===== config.mk =====
export PLATFORM = sky130hd
export DESIGN_NAME = fetch_unit
export DESIGN_NICKNAME = d
export VERILOG_FILES = /design/src/rtl/fetch_unit.sv
export SDC_FILE = /design/constraint.sdc
export NUM_CORES = 1
export LEC_CHECK = 0
export CORE_ASPECT_RATIO = 2
export CORE_UTILIZATION = 51
export CTS_BUF_LIST = sky130_fd_sc_hd__clkbuf_16
export DETAILED_ROUTE_END_ITERATION = 6
export PLACE_DENSITY_LB_ADDON = 0.3
export SLEW_MARGIN = 30
export SYNTH_ARGS = -nofsm -noshare
export SYNTH_HDL_FRONTEND = slang
export SYNTH_SLANG_ARGS = --single-unit

===== constraint.sdc =====
create_clock -name clock_i -period 4.2 [get_ports clock_i]
set_clock_uncertainty 0.15 [all_clocks]
set_input_delay 0.42 -clock clock_i [delete_from_list [all_inputs] [get_ports clock_i]]
set_output_delay 0.42 -clock clock_i [all_outputs]
set_load 0.05 [all_outputs]

===== src/rtl/fetch_unit.sv =====
// rtl/fetch_unit.sv - program counter / fetch sequencer with start/halt control and retire counter
module fetch_unit #(
    parameter int              PC_W       = 8,
    parameter logic [PC_W-1:0] START_ADDR = '0,
    parameter int              CNT_W      = 16
) (
    input  logic             clock_i,
    input  logic             reset_i,
    input  logic             start_i,
    input  logic             branchf_i,
    input  logic             branchb_i,
    input  logic             done_i,
    input  logic [PC_W-1:0]  branch_offset_i,
    output logic [PC_W-1:0]  pc_o,
    output logic             fetch_en_o,
    output logic             halted_o,
    output logic [CNT_W-1:0] instr_count_o
);

    typedef enum logic [1:0] {
        ST_IDLE = 2'd0,
        ST_RUN  = 2'd1,
        ST_HALT = 2'd2
    } state_t;

    state_t           state_q, state_d;
    logic [PC_W-1:0]  pc_q, pc_d;
    logic [CNT_W-1:0] cnt_q, cnt_d;
    logic [CNT_W-1:0] cnt_inc;

    // Saturating increment: the count sticks at all-ones instead of wrapping.
    assign cnt_inc = (cnt_q == {CNT_W{1'b1}}) ? cnt_q : cnt_q + CNT_W'(1);

    always_ff @(posedge clock_i) begin
        if (reset_i) begin
            state_q <= ST_IDLE;
            pc_q    <= START_ADDR;
            cnt_q   <= '0;
        end else begin
            state_q <= state_d;
            pc_q    <= pc_d;
            cnt_q   <= cnt_d;
        end
    end

    always_comb begin
        state_d = state_q;
        pc_d    = pc_q;
        cnt_d   = cnt_q;
        case (state_q)
            ST_IDLE, ST_HALT: begin
                if (start_i) begin
                    state_d = ST_RUN;
                    pc_d    = START_ADDR;
                    cnt_d   = '0;
                end
            end
            ST_RUN: begin
                cnt_d = cnt_inc;
                // Halt outranks any branch; forward outranks backward.
                if (done_i) begin
                    state_d = ST_HALT;
                end else if (branchf_i) begin
                    pc_d = pc_q + branch_offset_i;
                end else if (branchb_i) begin
                    pc_d = pc_q - branch_offset_i;
                end else begin
                    pc_d = pc_q + PC_W'(1);
                end
            end
            default: begin
                state_d = ST_IDLE;
                pc_d    = START_ADDR;
                cnt_d   = '0;
            end
        endcase
    end

    assign pc_o          = pc_q;
    assign fetch_en_o    = (state_q == ST_RUN);
    assign halted_o      = (state_q == ST_HALT);
    assign instr_count_o = cnt_q;

endmodule

==> results of run 1 <==
[routing by layer]
metal  track usage, %  wire length [um]  share of wire [%]  vias up
met5                0                 0                  0        -
met3             2.42               125                3.2        7
met1             22.2              1420                 37      740
li1                 -                 -                  -      798
met2             51.4              2250                 58       37
met4             10.6                70                1.8        0
[flip-flops by register name, indices dropped and copies added, names as in the netlist]
| signal | flops |
|---|---|
| instr_count_o | 16 |
| state_q | 2 |
| pc_o | 8 |
[path summary, 6_finish.rpt]
path | startpoint | end | slack [ns] | cells after the start
setup / recovery | branchb_i | pc_o[7]$_SDFFE_PP0P_ | 0.75 | 13
hold / removal | state_q[1]$_SDFFE_PP0P_ | state_q[1]$_SDFFE_PP0P_ | 0.32 | 2
setup reg to reg | instr_count_o[0]$_SDFFE_PP0P_ | instr_count_o[14]$_SDFFE_PP0P_ | 1.90 | 7
hold reg to reg | state_q[1]$_SDFFE_PP0P_ | state_q[1]$_SDFFE_PP0P_ | 0.32 | 2
[power groups by stage]
stage / Clock (uW) / Sequential, uW / Combinational [uW]
5_1_grt: 286 / 257 / 116
4_1_cts: 277 / 256 / 106
2_1_floorplan: 0 / 273 / 54.9
3_3_place_gp: 0 / 261 / 103
6_report: 276 / 256 / 106
3_5_place_dp: 0 / 262 / 105
[logic make-up (layout without fill, tap and decap cells)]
logic type | after synthesis | after routing | share of synthesized area, %
and+or+nand+nor | 94 | 94 | 30.1
AOI/OAI and AO/OA | 42 | 42 | 17.4
buffers and inverters | 11 | 50 | 2.64
DFF | 26 | 26 | 32.2
xor gates and xnor gates | 15 | 15 | 8.14
adders and majority gates | 10 | 10 | 8.22
muxes | 2 | 2 | 1.32
[synthesized netlist by cell type (all sizes together) (5+ instances only)]
cell type / count / area (um^2)
and3: 5 / 31.3
nand3: 8 / 40.0
xor2: 10 / 87.6
o21ai: 8 / 43.8
nor2: 31 / 116
dfxtp: 26 / 521
inv: 7 / 26.3
a21oi: 13 / 65.1
nand2: 15 / 56.3
xnor2: 5 / 43.8
ha: 9 / 113
nor3: 5 / 30.0
nand4: 5 / 31.3
[per-stage QoR]
step | power [uW] | instances
after floorplan | 327 | 200
after CTS | 639 | 269
after global routing | 659 | 269
final | 638 | 269
after global placement | 365 | 265
after detailed placement | 367 | 265
[critical path, delay by kind of cell]
family                     cells  cell delay (ns)
and+or+nand+nor                5             0.98
AOI/OAI and AO/OA              4             0.90
buffers and inverters          2             0.72
adders and majority gates      2             0.48
[cell type report]
class                   count  area [um^2]  share of cell area, %
flip-flops and latches     26          520                   24.4
multi-input cells         163         1050                   49.4
well taps                  30         37.5                   1.76
repair buffers             39          390                   18.3
clock inverters             1         30.0                   1.41
clock buffers               3         75.1                   3.52
inverters                   7         26.3                   1.23
==> reports/metrics.yaml, run 1 <==
run_status:
  status: "finished, final reports clean"
timing:
  rsz0062_at_grt: "no"
  layout_setup_ws_ns: 0.746
  tightest_slew_ns: 0.669
  setup_tns_ns: 0
  hold_ws_ns: 0.321
  slew_violations: 0
  post-route-min-period_ns: 3.45
  fmax_mhz: 290
  hold_viol_final: 0
  setup_viol: 0
  maxSlewHeadroom_pct: 55.4
  timing.final.crit_share_pct: 82.2
power:
  pwr-share-seq_pct: 40.1
  pwr-share-clk_pct: 43.3
  power_density_nw_per_um2: 299
  p_int_uw: 484
  switching_share_pct: 24.1
  irDropWorstVdd_mv: 0.329
  switchingPower_uw: 154
  p_leak_uw: 0.000811
  comb_power_share_pct: 16.6
die:
  start_util_pct: 54.2
  die_x_um: 41.8
  die_y_um: 81.6
  dieArea_um2: 3410
  boundaryPins: 40
  core_area_um2: 2980
  std_cell_rows: 28
logic_synthesis:
  synth_area_um2: 1610
  netlist_instances: 200
  synth_edf_count: 0
  syn_nets: 224
  ys_warn_count: 0
  ys_ff_latch: 26
  synth_cell_types: 46
  syn_area_per_cell_um2: 8.07
  synth-async-reset-ratio_pct: 0
  ys_seq_area_share_pct: 32.2
  synthFlopType: "dfxtp_1"
clocking:
  clock-sinks: 26
  clockBufferDepth: 2
  cts_hold_buffers: 0
  h-tree-depth: 1
  post_cts_buffers: 0
  tritoncts: "yes"
  clk_pin_slew_worst_paths_ns: 0.06
  cts_root_buf: "clkbuf_16"
  clk_latency_ns: 0.26
  numCtsBuffers: 3
  cts_resized: 0
placed_design:
  place.gp.congestion: 0.794
  hpwl_um: 2950
  placed_area_um2: 2030
  port_buffers: 39
  pre_cts_slack_ns: 0.526
cells_and_area:
  nFillCells: 230
  final_util_pct: 71.7
  drive_gt1_share_pct: 4.18
  final_area_um2: 2130
  final_nets: 264
  final_cell_mix: "clkdlybuf4s50_1 (39), nor2_1 (31), dfxtp_1 (26)"
  layout_commonest_cell: "clkdlybuf4s50_1"
  areaGrowthSynthToFinish_pct: 32.2
  antenna_cells: 0
critical_path:
  critical-path-max-stage-delay_ns: 0.56
  required_ns: 4.26
  critPathKind: "in -> reg"
  crit_fanout: 8
  cp-start-kind: "input port"
  crit_top_cell: "ha_1"
  path_cells: "clkdlybuf4s50_1 > inv_1 > nor2_1 > ha_1 > nand2b_1 > nor4_1 > a21oi_1 > o22ai_1 > ha_1 > a21o_1 > or3b_1 > a2111o_1 > nand3_1"
  cp-end-kind: "flip-flop"
  worstPathArrival_ns: 3.51
  crit_path_top_delay_cell: "clkdlybuf4s50_1"
route:
  route.detailed.drc: 0
  dr.pass1.iters: 4
  drtIter0Drc: 44
  ant_nets: 0
  wl_um: 3870
  wl_per_cell_um: 14.4
  via_per_inst: 5.88
  vias: 1582
grt:
  grt_pass1_wl_um: 6560
  grt_max_degree: 17
  antenna_found_initial: 0
  grt_pass1_vias: 1577
  grt_usage_pct: 24.4
  grt_overflow: 0
min_path:
  hold_path.class: "reg -> reg"
flow_run:
  maxCapViolations: 0
Power figures use the tool's default switching activity.
==> run 2: changes to the inputs <==
--- a/config.mk
+++ b/config.mk
@@ -6,7 +6,7 @@
 export NUM_CORES = 1
 export LEC_CHECK = 0
 export CORE_ASPECT_RATIO = 2
-export CORE_UTILIZATION = 51
+export CORE_UTILIZATION = 44
 export CTS_BUF_LIST = sky130_fd_sc_hd__clkbuf_16
 export DETAILED_ROUTE_END_ITERATION = 6
 export PLACE_DENSITY_LB_ADDON = 0.3
==> constraint.sdc (replaced) <==
create_clock -name clock_i -period 3 [get_ports clock_i]
set_clock_uncertainty 0.15 [all_clocks]
set_input_delay 0.3 -clock clock_i [delete_from_list [all_inputs] [get_ports clock_i]]
set_output_delay 0.3 -clock clock_i [all_outputs]
set_load 0.05 [all_outputs]
==> reports/metrics.yaml, run 2 (synthesized netlist as in run 1, its figures left out) <==
critical_path:
  cp-start-kind: "input port"  # unchanged
  required_ns: 3.05  # was 4.26 ns
  cp-end-kind: "flip-flop"  # unchanged
  critPathKind: "in -> reg"  # unchanged
  r2r-start: "instr_count_o[0]$_SDFFE_PP0P_"  # unchanged
  worstPathArrival_ns: 2.86  # was 3.51 ns
  crit_fanout: 3  # was 8
  reg2reg_to: "instr_count_o[14]$_SDFFE_PP0P_"  # unchanged
  rrSetupSlack_ns: 0.75  # was 1.90 ns
  reg2regPathDepth: 8  # was 7
clocking:
  tritoncts: "yes"  # unchanged
  h-tree-depth: 1  # unchanged
  clk_latency_ns: 0.26  # about the same
  clock-sinks: 26  # unchanged
  clk_pin_slew_worst_paths_ns: 0.06  # about the same
  cts_root_buf: "clkbuf_16"  # unchanged
  clockBufferDepth: 2  # unchanged
  numCtsBuffers: 3  # unchanged
placed_design:
  port_buffers: 39  # unchanged
  hpwl_um: 3140  # was 2950 um
  place.gp.congestion: 0.772  # was 0.794
  placed_area_um2: 2200  # was 2030 um^2
grt:
  grt_pass1_vias: 1584  # was 1,577
  grt_pass1_wl_um: 6400  # was 6560 um
  grt_usage_pct: 21.5  # was 24.4%
  grt_overflow: 0  # unchanged
  grt_max_degree: 17  # unchanged
  antenna_found_initial: 0  # unchanged
timing:
  setup_tns_ns: 0  # unchanged
  timing.final.crit_share_pct: 93.4
  setup_viol: 0  # unchanged
  fmax_mhz: 357
  hold_ws_ns: 0.336  # was 0.321 ns
  tightest_slew_ns: 0.654  # was 0.669 ns
  maxSlewHeadroom_pct: 56.4  # was 55.4%
  hold_viol_final: 0  # unchanged
  post-route-min-period_ns: 2.80
  slew_violations: 0  # unchanged
route:
  via_per_inst: 5.43  # was 5.88
  wl_per_cell_um: 13.3  # was 14.4 um
  wl_um: 4070  # was 3870 um
  drtIter0Drc: 28  # was 44
  route.detailed.drc: 0  # unchanged
  vias: 1668  # was 1,582
  ant_nets: 0  # unchanged
  dr.pass1.iters: 4  # unchanged
die:
  die_y_um: 87.7  # was 81.6 um
  start_util_pct: 46.7  # was 54.2%
  std_cell_rows: 30  # was 28
  core_area_um2: 3450  # was 2980 um^2
  die_x_um: 44.8  # was 41.8 um
  dieArea_um2: 3930  # was 3410 um^2
  boundaryPins: 40  # unchanged
min_path:
  worstHoldStart: "state_q[1]$_SDFFE_PP0P_"  # unchanged
  hold_path.class: "reg -> reg"  # unchanged
  whs_path_depth: 2  # unchanged
  min_to: "state_q[1]$_SDFFE_PP0P_"  # unchanged
power:
  irDropWorstVdd_mv: 0.385  # was 0.329 mV
  power_density_nw_per_um2: 354  # was 299 nW/um^2
  p_leak_uw: 0.000930  # was 0.000811 uW
cells_and_area:
  areaGrowthSynthToFinish_pct: 43.7  # was 32.2%
  final_area_um2: 2320  # was 2130 um^2
  drive_gt1_share_pct: 13.9  # was 4.18%
  nFillCells: 318  # was 230
  final_nets: 284  # was 264
  largest_reg_flops: 16  # unchanged
  final_util_pct: 67.2  # was 71.7%
  final_cell_mix: "clkdlybuf4s50_1 (36), nor2_1 (30), dfxtp_1 (26)"  # was clkdlybuf4s50_1 (39), nor2_1 (31), dfxtp_1 (26)
  layout_commonest_cell: "clkdlybuf4s50_1"  # unchanged
  antenna_cells: 0  # unchanged
run_status:
  status: "finished, final reports clean"  # unchanged
flow_run:
  maxCapViolations: 0  # unchanged
==> run 2: repair_timing <==
item                                    4_1_cts  5_1_grt
hold buffers                                  0        0
endpoints found under the hold margin         0        0
endpoints found under the setup margin        1        2
cloned                                        0        0
setup buffers                                 0        0
pin swaps                                     0        9
resized for setup                             1       12
==> run 2: cell type report <==
| type | count | area (um^2) | area share (%) |
|---|---|---|---|
| Clock buffer | 3 | 75.1 | 3.24 |
| Sequential cell | 26 | 520 | 22.4 |
| Multi-Input combinational cell | 163 | 1090 | 46.8 |
| Clock inverter | 1 | 3.75 | 0.162 |
| Tap cell | 48 | 60.1 | 2.59 |
| Inverter | 7 | 26.3 | 1.13 |
| Timing Repair Buffer | 59 | 548 | 23.6 |
==> run 2: metal layers <==
layer	global-route usage (%)	vias to the layer above	share of wire, %
li1	-	837	-
met1	19.9	782	38
met2	44.0	42	56
met3	1.86	7	3.6
met4	9.09	0	2.0
met5	0	-	0
==> run 2: critical path: stages <==
cell             delay, ns
clkdlybuf4s50_1       0.47
nor3_2                0.30
nor3_1                0.08
a21oi_1               0.12
o21ai_0               0.09
ha_1                  0.30
a21o_1                0.19
a21oi_2               0.16
a21oi_2               0.07
or3b_1                0.37
a2111o_1              0.36
nand3_1               0.06
==> run 2: how the worst max path moves through the flow <==
stage                  startpoint                   end  slack (ns)  cells past startpoint
6_report       branch_offset_i[2]  pc_o[7]$_SDFFE_PP0P_        0.20                     12
5_1_grt        branch_offset_i[3]  pc_o[7]$_SDFFE_PP0P_      -0.004                     12
4_1_cts                 branchb_i  pc_o[7]$_SDFFE_PP0P_       0.009                     13
3_5_place_dp            branchb_i  pc_o[7]$_SDFFE_PP0P_       -0.29                     15
3_3_place_gp   branch_offset_i[0]  pc_o[7]$_SDFFE_PP0P_       -0.24                     12
2_1_floorplan           branchb_i  pc_o[7]$_SDFFE_PP0P_        0.29                     14
==> run 2: where the power goes <==
group,internal [uW],switching (uW),total [uW]
sequential,352,7.18,359
combinational,74.8,92.5,167
clock,178,117,296
total,605,217,822
==> run 2: through the flow <==
stage                     power (uW)  instances  worst slack (ns)
after floorplan                  458        200             0.294
after detailed placement         530        303            -0.287
after global placement           527        303            -0.238
after global routing             857        307          -0.00449
final                            822        307             0.197
after CTS                        827        307           0.00922
==> run 3: changes to the inputs <==
--- a/config.mk
+++ b/config.mk
@@ -6,6 +6,7 @@
 export NUM_CORES = 1
 export LEC_CHECK = 0
 export CORE_ASPECT_RATIO = 2
+export CORE_MARGIN = 2
 export CORE_UTILIZATION = 44
 export CTS_BUF_LIST = sky130_fd_sc_hd__clkbuf_16
 export DETAILED_ROUTE_END_ITERATION = 6
==> reports/metrics.yaml, run 3 (synthesized netlist as in run 1, its figures left out) <==
power:
  pwr-share-clk_pct: 34.8  # was 36.0%
  comb_power_share_pct: 21.5  # was 20.4%
  p_int_uw: 610  # was 605 uW
  power_density_nw_per_um2: 349  # was 354 nW/um^2
  switching_share_pct: 25.9  # was 26.4%
  p_leak_uw: 0.000947  # was 0.000930 uW
  irDropWorstVdd_mv: 0.384  # was 0.385 mV
  pwr-share-seq_pct: 43.6  # was 43.7%
  switchingPower_uw: 213  # was 217 uW
cells_and_area:
  nFillCells: 327  # was 318
  final_cell_mix: "clkdlybuf4s50_1 (36), nor2_1 (29), dfxtp_1 (26)"  # was clkdlybuf4s50_1 (36), nor2_1 (30), dfxtp_1 (26)
  antenna_cells: 0  # unchanged
  areaGrowthSynthToFinish_pct: 46.0  # was 43.7%
  multi_input_area_um2: 1110  # was 1090 um^2
  final_nets: 286  # was 284
  fin_cells: 309  # was 307
  seq_area_um2: 520  # unchanged
  layout_commonest_cell: "clkdlybuf4s50_1"  # unchanged
  largest_reg_flops: 16  # unchanged
  drive_gt1_share_pct: 15.8  # was 13.9%
  final_area_um2: 2360  # was 2320 um^2
  final_util_pct: 66.0  # was 67.2%
die:
  std_cell_rows: 31  # was 30
  die_x_um: 46.8  # was 44.8 um
  boundaryPins: 40  # unchanged
  start_util_pct: 45.2  # was 46.7%
  die_y_um: 89.7  # was 87.7 um
  dieArea_um2: 4200  # was 3930 um^2
  core_area_um2: 3570  # was 3450 um^2
route:
  vias: 1658  # was 1,668
  wl_per_cell_um: 13.3  # about the same
  route.detailed.drc: 0  # unchanged
  drtIter0Drc: 37  # was 28
  wl_um: 4100  # was 4070 um
  ant_nets: 0  # unchanged
  dr.pass1.iters: 4  # unchanged
  via_per_inst: 5.37  # was 5.43
timing:
  slew_violations: 0  # unchanged
  layout_setup_ws_ns: 0.106  # was 0.197 ns
  setup_viol: 0  # unchanged
  fmax_mhz: 346  # was 357 MHz
  post-route-min-period_ns: 2.89  # was 2.80 ns
  timing.final.crit_share_pct: 96.5  # was 93.4%
  maxSlewHeadroom_pct: 66.0  # was 56.4%
  tightest_slew_ns: 0.509  # was 0.654 ns
  setup_tns_ns: 0  # unchanged
  hold_viol_final: 0  # unchanged
clocking:
  clk_pin_slew_worst_paths_ns: 0.06  # about the same
  cts_root_buf: "clkbuf_16"  # unchanged
  tritoncts: "yes"  # unchanged
  numCtsBuffers: 3  # unchanged
  clock-sinks: 26  # unchanged
  clockBufferDepth: 2  # unchanged
  clk_latency_ns: 0.26  # about the same
  h-tree-depth: 1  # unchanged
placed_design:
  place.gp.congestion: 0.754  # was 0.772
  hpwl_um: 3210  # was 3140 um
  dp_cells: 305  # was 303
  pre_cts_slack_ns: -0.284  # was -0.287 ns
  placed_area_um2: 2210  # was 2200 um^2
  port_buffers: 39  # unchanged
grt:
  use_met3_pct: 2.40  # was 1.86%
  antenna_found_initial: 0  # unchanged
  grt_pass1_vias: 1617  # was 1,584
  grt_overflow: 0  # unchanged
  use_met1_pct: 19.3  # was 19.9%
  grt.busiest_layer: "met2"  # unchanged
  grt_pass1_wl_um: 6580  # was 6400 um
  grt_usage_pct: 21.0  # was 21.5%
  grt_max_degree: 17  # unchanged
  met2_usage_pct: 42.2  # was 44.0%
min_path:
  whs_path_depth: 2  # unchanged
  hold_path.class: "reg -> reg"  # unchanged
critical_path:
  reg2regPathDepth: 7  # was 8
  crit_fanout: 2  # was 3
  critPathKind: "in -> reg"  # unchanged
  cp-end-kind: "flip-flop"  # unchanged
  required_ns: 3.05  # about the same
  worstPathArrival_ns: 2.95  # was 2.86 ns
  cp-start-kind: "input port"  # unchanged
flow_run:
  maxCapViolations: 0  # unchanged
run_status:
  status: "finished, final reports clean"  # unchanged
run 3: cell count changes in the layout (fill, tap and decap cells not counted), sizes merged:
cell	previous run	this run
buf	20	22
clkinv	1	0
run 3: final timing paths:
path	endpoint	slack, ns	startpoint
setup / recovery	pc_o[7]$_SDFFE_PP0P_	0.11	branch_offset_i[1]
hold / removal	state_q[1]$_SDFFE_PP0P_	0.31	state_q[1]$_SDFFE_PP0P_
setup reg to reg	instr_count_o[14]$_SDFFE_PP0P_	0.73	instr_count_o[0]$_SDFFE_PP0P_
hold reg to reg	state_q[1]$_SDFFE_PP0P_	0.31	state_q[1]$_SDFFE_PP0P_
run 3: repair_timing:
item                                    CTS  global route
pin swaps                                 7             8
buffers inserted                          1             0
hold buffers                              0             0
endpoints found under the setup margin    1             2
resized for setup                         4            16
run 3: power by group through the flow:
stage,clock (uW),combinational (uW),sequential (uW)
after floorplan,0,76.8,382
after global placement,0,167,366
after detailed placement,0,168,367
after CTS,293,172,359
after global routing,306,194,360
final,287,177,359
run 3: area by class of cell:
type                    instances  area share [%]
multi-input cells             163            47.1
repair buffers                 61            23.9
flip-flops and latches         26            22.1
clock buffers                   3            3.19
well taps                      49            2.60
inverters                       7            1.12
run 3: stage by stage:
step / power [uW] / hold slack, ns
2_1_floorplan: 458 / 0.290
3_3_place_gp: 533 / 0.298
3_5_place_dp: 534 / 0.304
4_1_cts: 825 / 0.313
5_1_grt: 860 / 0.340
6_report: 823 / 0.311
run 3: worst max-delay path, cell delays in order:
cell and delay, ns:
clkdlybuf4s50_1 0.50, nor2_2 0.04, ha_2 0.20, buf_4 0.14, o32a_1 0.32, ha_2 0.18
a21o_1 0.19, a21oi_2 0.17, a21oi_2 0.07, or3b_4 0.40, a2111o_1 0.38, nand3_2 0.06
run 3: routing by layer:
layer	vias to the layer above	wire length, um
met5	-	0
met4	0	85
met3	7	165
met2	38	2380
met1	771	1470
li1	842	-
